`src/rtl/alu_unit_if.sv`:
```
// ALU bus bundle: operands, opcode and the registered result/carry.
// The master drives A, B and ALU_Sel; the slave returns ALU_Out and CarryOut.
interface alu_unit_if #(
  parameter int WIDTH = 8
);
  logic [WIDTH-1:0] A;
  logic [WIDTH-1:0] B;
  logic [3:0]       ALU_Sel;
  logic [WIDTH-1:0] ALU_Out;
  logic             CarryOut;

  modport master (
    output A,
    output B,
    output ALU_Sel,
    input  ALU_Out,
    input  CarryOut
  );

  modport slave (
    input  A,
    input  B,
    input  ALU_Sel,
    output ALU_Out,
    output CarryOut
  );
endinterface

```
`src/rtl/alu_unit.sv`:
```
// Registered WIDTH-bit ALU: 16 operations selected by a 4-bit opcode.
// Handshake: there is none. Every rising clk edge samples A/B/ALU_Sel and the
// result appears on ALU_Out/CarryOut after that edge, holding until the next.
// CarryOut is always the carry of A+B, whatever the opcode.
module alu_unit #(
  parameter int WIDTH = 8
) (
  input  logic       clk,
  input  logic       rst,
  alu_unit_if.slave  bus
);

  typedef enum logic [3:0] {
    OP_ADD  = 4'b0000,
    OP_SUB  = 4'b0001,
    OP_MUL  = 4'b0010,
    OP_DIV  = 4'b0011,
    OP_SHL  = 4'b0100,
    OP_SHR  = 4'b0101,
    OP_ROL  = 4'b0110,
    OP_ROR  = 4'b0111,
    OP_AND  = 4'b1000,
    OP_OR   = 4'b1001,
    OP_XOR  = 4'b1010,
    OP_NOR  = 4'b1011,
    OP_NAND = 4'b1100,
    OP_XNOR = 4'b1101,
    OP_GT   = 4'b1110,
    OP_EQ   = 4'b1111
  } alu_op_e;

  logic [WIDTH-1:0] alu_out_d, alu_out_q;
  logic             carry_d, carry_q;
  logic [WIDTH:0]   sum;
  logic [WIDTH-1:0] op_a, op_b;
  alu_op_e          op;

  assign op_a = bus.A;
  assign op_b = bus.B;
  assign op   = alu_op_e'(bus.ALU_Sel);

  // Shared (WIDTH+1)-bit adder: low bits feed ADD, the top bit is the carry flag.
  assign sum = {1'b0, op_a} + {1'b0, op_b};

  // Combinational datapath: select the result for the current opcode.
  always_comb begin
    alu_out_d = '0;
    carry_d   = sum[WIDTH];
    unique case (op)
      OP_ADD:  alu_out_d = sum[WIDTH-1:0];
      OP_SUB:  alu_out_d = op_a - op_b;
      OP_MUL:  alu_out_d = op_a * op_b;
      // Divide by zero saturates to all ones rather than relying on tool behaviour.
      OP_DIV:  alu_out_d = (op_b == '0) ? '1 : (op_a / op_b);
      OP_SHL:  alu_out_d = {op_a[WIDTH-2:0], 1'b0};
      OP_SHR:  alu_out_d = {1'b0, op_a[WIDTH-1:1]};
      OP_ROL:  alu_out_d = {op_a[WIDTH-2:0], op_a[WIDTH-1]};
      OP_ROR:  alu_out_d = {op_a[0], op_a[WIDTH-1:1]};
      OP_AND:  alu_out_d = op_a & op_b;
      OP_OR:   alu_out_d = op_a | op_b;
      OP_XOR:  alu_out_d = op_a ^ op_b;
      OP_NOR:  alu_out_d = ~(op_a | op_b);
      OP_NAND: alu_out_d = ~(op_a & op_b);
      OP_XNOR: alu_out_d = ~(op_a ^ op_b);
      OP_GT:   alu_out_d = {{(WIDTH-1){1'b0}}, (op_a > op_b)};
      OP_EQ:   alu_out_d = {{(WIDTH-1){1'b0}}, (op_a == op_b)};
      default: alu_out_d = '0;
    endcase
  end

  // Output register stage; synchronous reset wins over any operation.
  always_ff @(posedge clk) begin
    if (rst) begin
      alu_out_q <= '0;
      carry_q   <= 1'b0;
    end else begin
      alu_out_q <= alu_out_d;
      carry_q   <= carry_d;
    end
  end

  assign bus.ALU_Out  = alu_out_q;
  assign bus.CarryOut = carry_q;

endmodule

```
`src/flat_wrapper.sv`:
```
// flat-port wrapper written by rule: the top's interface ports become plain ports
module alu_unit_flat 
#(
  parameter int WIDTH = 8
)
  (clk, rst, bus_A, bus_B, bus_ALU_Sel, bus_ALU_Out, bus_CarryOut);
  alu_unit_if #(.WIDTH(WIDTH)) bus_i ();
  input  logic clk;
  input  logic rst;
  input wire logic [$bits(bus_i.A)-1:0] bus_A;
  input wire logic [$bits(bus_i.B)-1:0] bus_B;
  input wire logic [$bits(bus_i.ALU_Sel)-1:0] bus_ALU_Sel;
  output wire logic [$bits(bus_i.ALU_Out)-1:0] bus_ALU_Out;
  output wire logic [$bits(bus_i.CarryOut)-1:0] bus_CarryOut;
  assign bus_i.A = bus_A;
  assign bus_i.B = bus_B;
  assign bus_i.ALU_Sel = bus_ALU_Sel;
  assign bus_ALU_Out = bus_i.ALU_Out;
  assign bus_CarryOut = bus_i.CarryOut;
  alu_unit #(.WIDTH(WIDTH)) u_core (.clk(clk), .rst(rst), .bus(bus_i));
endmodule
```
`config.mk`:
```
export PLATFORM = sky130hd
export DESIGN_NAME = alu_unit_flat
export DESIGN_NICKNAME = d
export VERILOG_FILES = /design/src/rtl/alu_unit_if.sv /design/src/rtl/alu_unit.sv /design/src/flat_wrapper.sv
export SDC_FILE = /design/constraint.sdc
export NUM_CORES = 1
export LEC_CHECK = 0
export BUFFER_PORTS_ARGS = -buffer_cell sky130_fd_sc_hd__buf_2
export CORE_MARGIN = 3
export CORE_UTILIZATION = 45
export CTS_CLUSTER_DIAMETER = 40
export DETAILED_ROUTE_END_ITERATION = 8
export GPL_TIMING_DRIVEN = 1
export PLACE_DENSITY = 0.69
export RECOVER_POWER = 100
export SYNTH_ARGS = -nofsm -noshare
export SYNTH_HDL_FRONTEND = slang
export SYNTH_SLANG_ARGS = --single-unit
export TNS_END_PERCENT = 5
```
`constraint.sdc`:
```
create_clock -name clk -period 26.7 [get_ports clk]
set_input_delay 4.005 -clock clk [delete_from_list [all_inputs] [get_ports clk]]
set_output_delay 4.005 -clock clk [all_outputs]
set_load 0.1 [all_outputs]
```
==> flow_summary.json <==
{
  "slowest_stage": "nor4_1",
  "grt_pass1_vias": 4211,
  "filler_cell_count": 895,
  "cts-buffers-inserted": 3,
  "grt_antenna_before_repair": 0,
  "layout-area-overhead-vs-synth_pct": 4.51,
  "die_h_um": 103,
  "worstPathArrival_ns": 15.69,
  "timing_max_transition_violations_final": 0,
  "hold_class": "in2reg",
  "syn-mean-instance-area_sq_um": 7.44,
  "drt_iter0_drc": 398,
  "end_kind": "flop",
  "synthDominantCellAreaShare_pct": 23.4,
  "synth-warning-count": 0,
  "ctsLongestPathBuffers": 2,
  "post_synth_instance_area_sq_um": 4220,
  "power.leakage_nw": 2.07,
  "route.final.wire_length_um": 12900,
  "cts_tree": "built",
  "globalRouteTotalUtil_pct": 24.7,
  "syn_inst": 567,
  "place.port_buffers": 30,
  "rsz0062_at_grt": "no",
  "synth_largest_area_cell": "ha_1",
  "post_synthesis_net_count": 682,
  "die-width_um": 103,
  "ant_nets": 0,
  "cts_htree_levels": 1,
  "grt_pass1_wl_um": 20700,
  "cpMostUsedCell": "ha_1",
  "outcome": "completed",
  "worstPathBufferInverterCount": 2,
  "clk_transition_reported_paths_ns": 0.05,
  "sequential_fraction_of_the_synthesis_area_pct": 4.27,
  "totalNegativeSetupSlack_ns": 0,
  "post-route-util_pct": 49.6,
  "cts_setup_buffers": 0,
  "num_rows": 34,
  "timing.slew.headroom_pct": 17.9,
  "fin_worst_hold_slack_ns": 4.08,
  "via_count": 4277,
  "dpl.hpwl_um": 10200,
  "detail_route.wl_per_cell_um": 18.9,
  "antenna-diode-count": 0,
  "placeableCoreArea_sq_um": 8890,
  "min_period_over_period_pct": 58.4,
  "globalRoute.totalOverflow": 0,
  "layout-drive-gt1-share_pct": 6.11,
  "final_hold_viol_count": 0,
  "ctsResizeCount": 0,
  "synth_async_sr_flop_share_pct": 0,
  "max_freq_ghz": 0.0642,
  "drc": 0,
  "crit_end": "u_core.bus.ALU_Out[0]",
  "crit_type": "in2reg",
  "ys_top_cells_by_area": "ha_1 (23%), fa_1 (6.6%), inv_1 (5.2%)",
  "count_of_flip_flops_with_a_built_in_enable_after_synthesis": 0,
  "cp_top_family": "compound AO/OA/AOI/OAI gates",
  "timing.final.crit_period_ns": 15.58,
  "setup_viol": 0,
  "max_rail_drop_vdd_mv": 0.0168,
  "nNetsFinal": 689,
  "critPathMaxFanout": 10,
  "yosys.cell_types.count": 60,
  "crit_required_ns": 26.81,
  "crit_path_start_kind": "input pin",
  "ys_seq_elements": 9,
  "dr.pass1.iters": 6,
  "synthFlopType": "dfxtp_1",
  "timing.critical_path.from": "bus_B[7]",
  "p_per_area_nw_per_um2": 35.4,
  "cts_hold_buf": 0,
  "crit_cells": 43,
  "initial_utilization_pct": 47.4,
  "clock_sink_count": 9,
  "largest_net_degree_at_the_start_of_global_routing": 53,
  "design.die.area_sq_um": 10600,
  "gp_congestion": 0.984,
  "cap_viol_max_count": 0,
  "pin_count": 31,
  "clockRootBuffer": "clkbuf_8",
  "timing_worst_slew_pin_value_ns": 1.22,
  "crit_path_max_incr_delay_ns": 0.80,
  "avgViaCountPerCell": 6.28
}
[cells by family after synthesis]
group,count (synthesis),share of synthesized area (%)
buffers and inverters,86,7.83
AO/OA/AOI/OAI,167,26.8
XOR/XNOR,35,7.92
AND/OR/NAND/NOR,152,16.7
multiplexers,25,6.35
flip-flops,9,4.27
adder cells (fa/ha/maj),93,30.1
[state kept, by name, indices dropped and copies added, names as in the netlist]
signal and cells:
u_core.bus.CarryOut 1, u_core.bus.ALU_Out 8
[routing by layer]
| layer | track usage [%] | part of all wire, % |
|---|---|---|
| met5 | 0 | 0 |
| met4 | 9.36 | 4.1 |
| met3 | 1.49 | 7.8 |
| met2 | 43.4 | 47 |
| met1 | 31.7 | 41 |
[cells in the mapped netlist, drive strengths merged, types with 4 or more instances]
library cell and instances:
o21a 15, o211ai 4, mux2 11, nor2b 7
o22ai 8, nand2b 5, a221oi 5, a21boi 4
or3 6, nand2 38, ha 79, a31oi 4
nor3 17, a21oi 38, o31ai 4, mux2i 14
inv 58, nor4 4, xnor2 21, xor2 12
clkbuf 21, o21ai 29, fa 14, o32ai 4
buf 7, a21o 10, a211oi 13, nor2 55
dfxtp 9, nand3 11
[where the power goes]
group	switching [mW]	leakage (nW)	internal (mW)
sequential	0.000336	0.0746	0.0148
combinational	0.0754	1.97	0.0494
clock	0.00572	0.0228	0.0104
[worst min-delay path by stage]
stage                                  endpoint  slack [ns]           start  depth (start not counted)
final                     u_core.bus.ALU_Out[2]        4.08             rst                          2
after global routing      u_core.bus.ALU_Out[4]        4.08             rst                          2
after CTS                 u_core.bus.ALU_Out[2]        4.08             rst                          2
after detailed placement  u_core.bus.ALU_Out[4]        4.32             rst                          2
after global placement    u_core.bus.ALU_Out[4]        4.31             rst                          2
after floorplan           u_core.bus.ALU_Out[7]        4.28  bus_ALU_Sel[2]                          3
[metrics by stage]
step,area [sq um],power [mW],setup slack (ns),cells
finish,4410,0.156,11.12,681
floorplan,4220,0.111,12.99,567
CTS,4440,0.156,12.07,681
global placement,4390,0.136,12.31,677
global route,4410,0.171,10.22,681
detailed placement,4390,0.140,11.85,677
[cell type report]
cell class                 count  area [sq um]  share of cell area, %
multi-input combinational    472          3690                   83.8
inverter                      58           218                   4.94
sequential                     9           180                   4.09
timing repair buffer          30           138                   3.12
tap                          108           135                   3.07
clock buffer                   4          45.0                   1.02
[placed cells by master (no fill, tap or decap), types with 3 or more instances in the layout]
master / instances
a211oi_1: 13
a21boi_0: 4
a21o_1: 10
a21oi_1: 38
a221oi_1: 5
a31oi_1: 4
and3_1: 3
buf_2: 20
clkbuf_1: 11
clkbuf_8: 3
dfxtp_1: 9
fa_1: 14
ha_1: 79
inv_1: 58
mux2_1: 3
mux2_2: 7
mux2i_1: 14
nand2_1: 38
nand2b_1: 5
nand3_1: 11
nor2_1: 55
nor2b_1: 7
nor3_1: 17
nor4_1: 4
o211ai_1: 4
o21a_1: 15
o21ai_0: 29
o221a_2: 3
o221ai_1: 3
o22ai_1: 8
o31ai_1: 4
o32ai_1: 4
or3_1: 6
xnor2_1: 21
xor2_1: 12
Note: power is estimated with default switching activity, not from simulation.
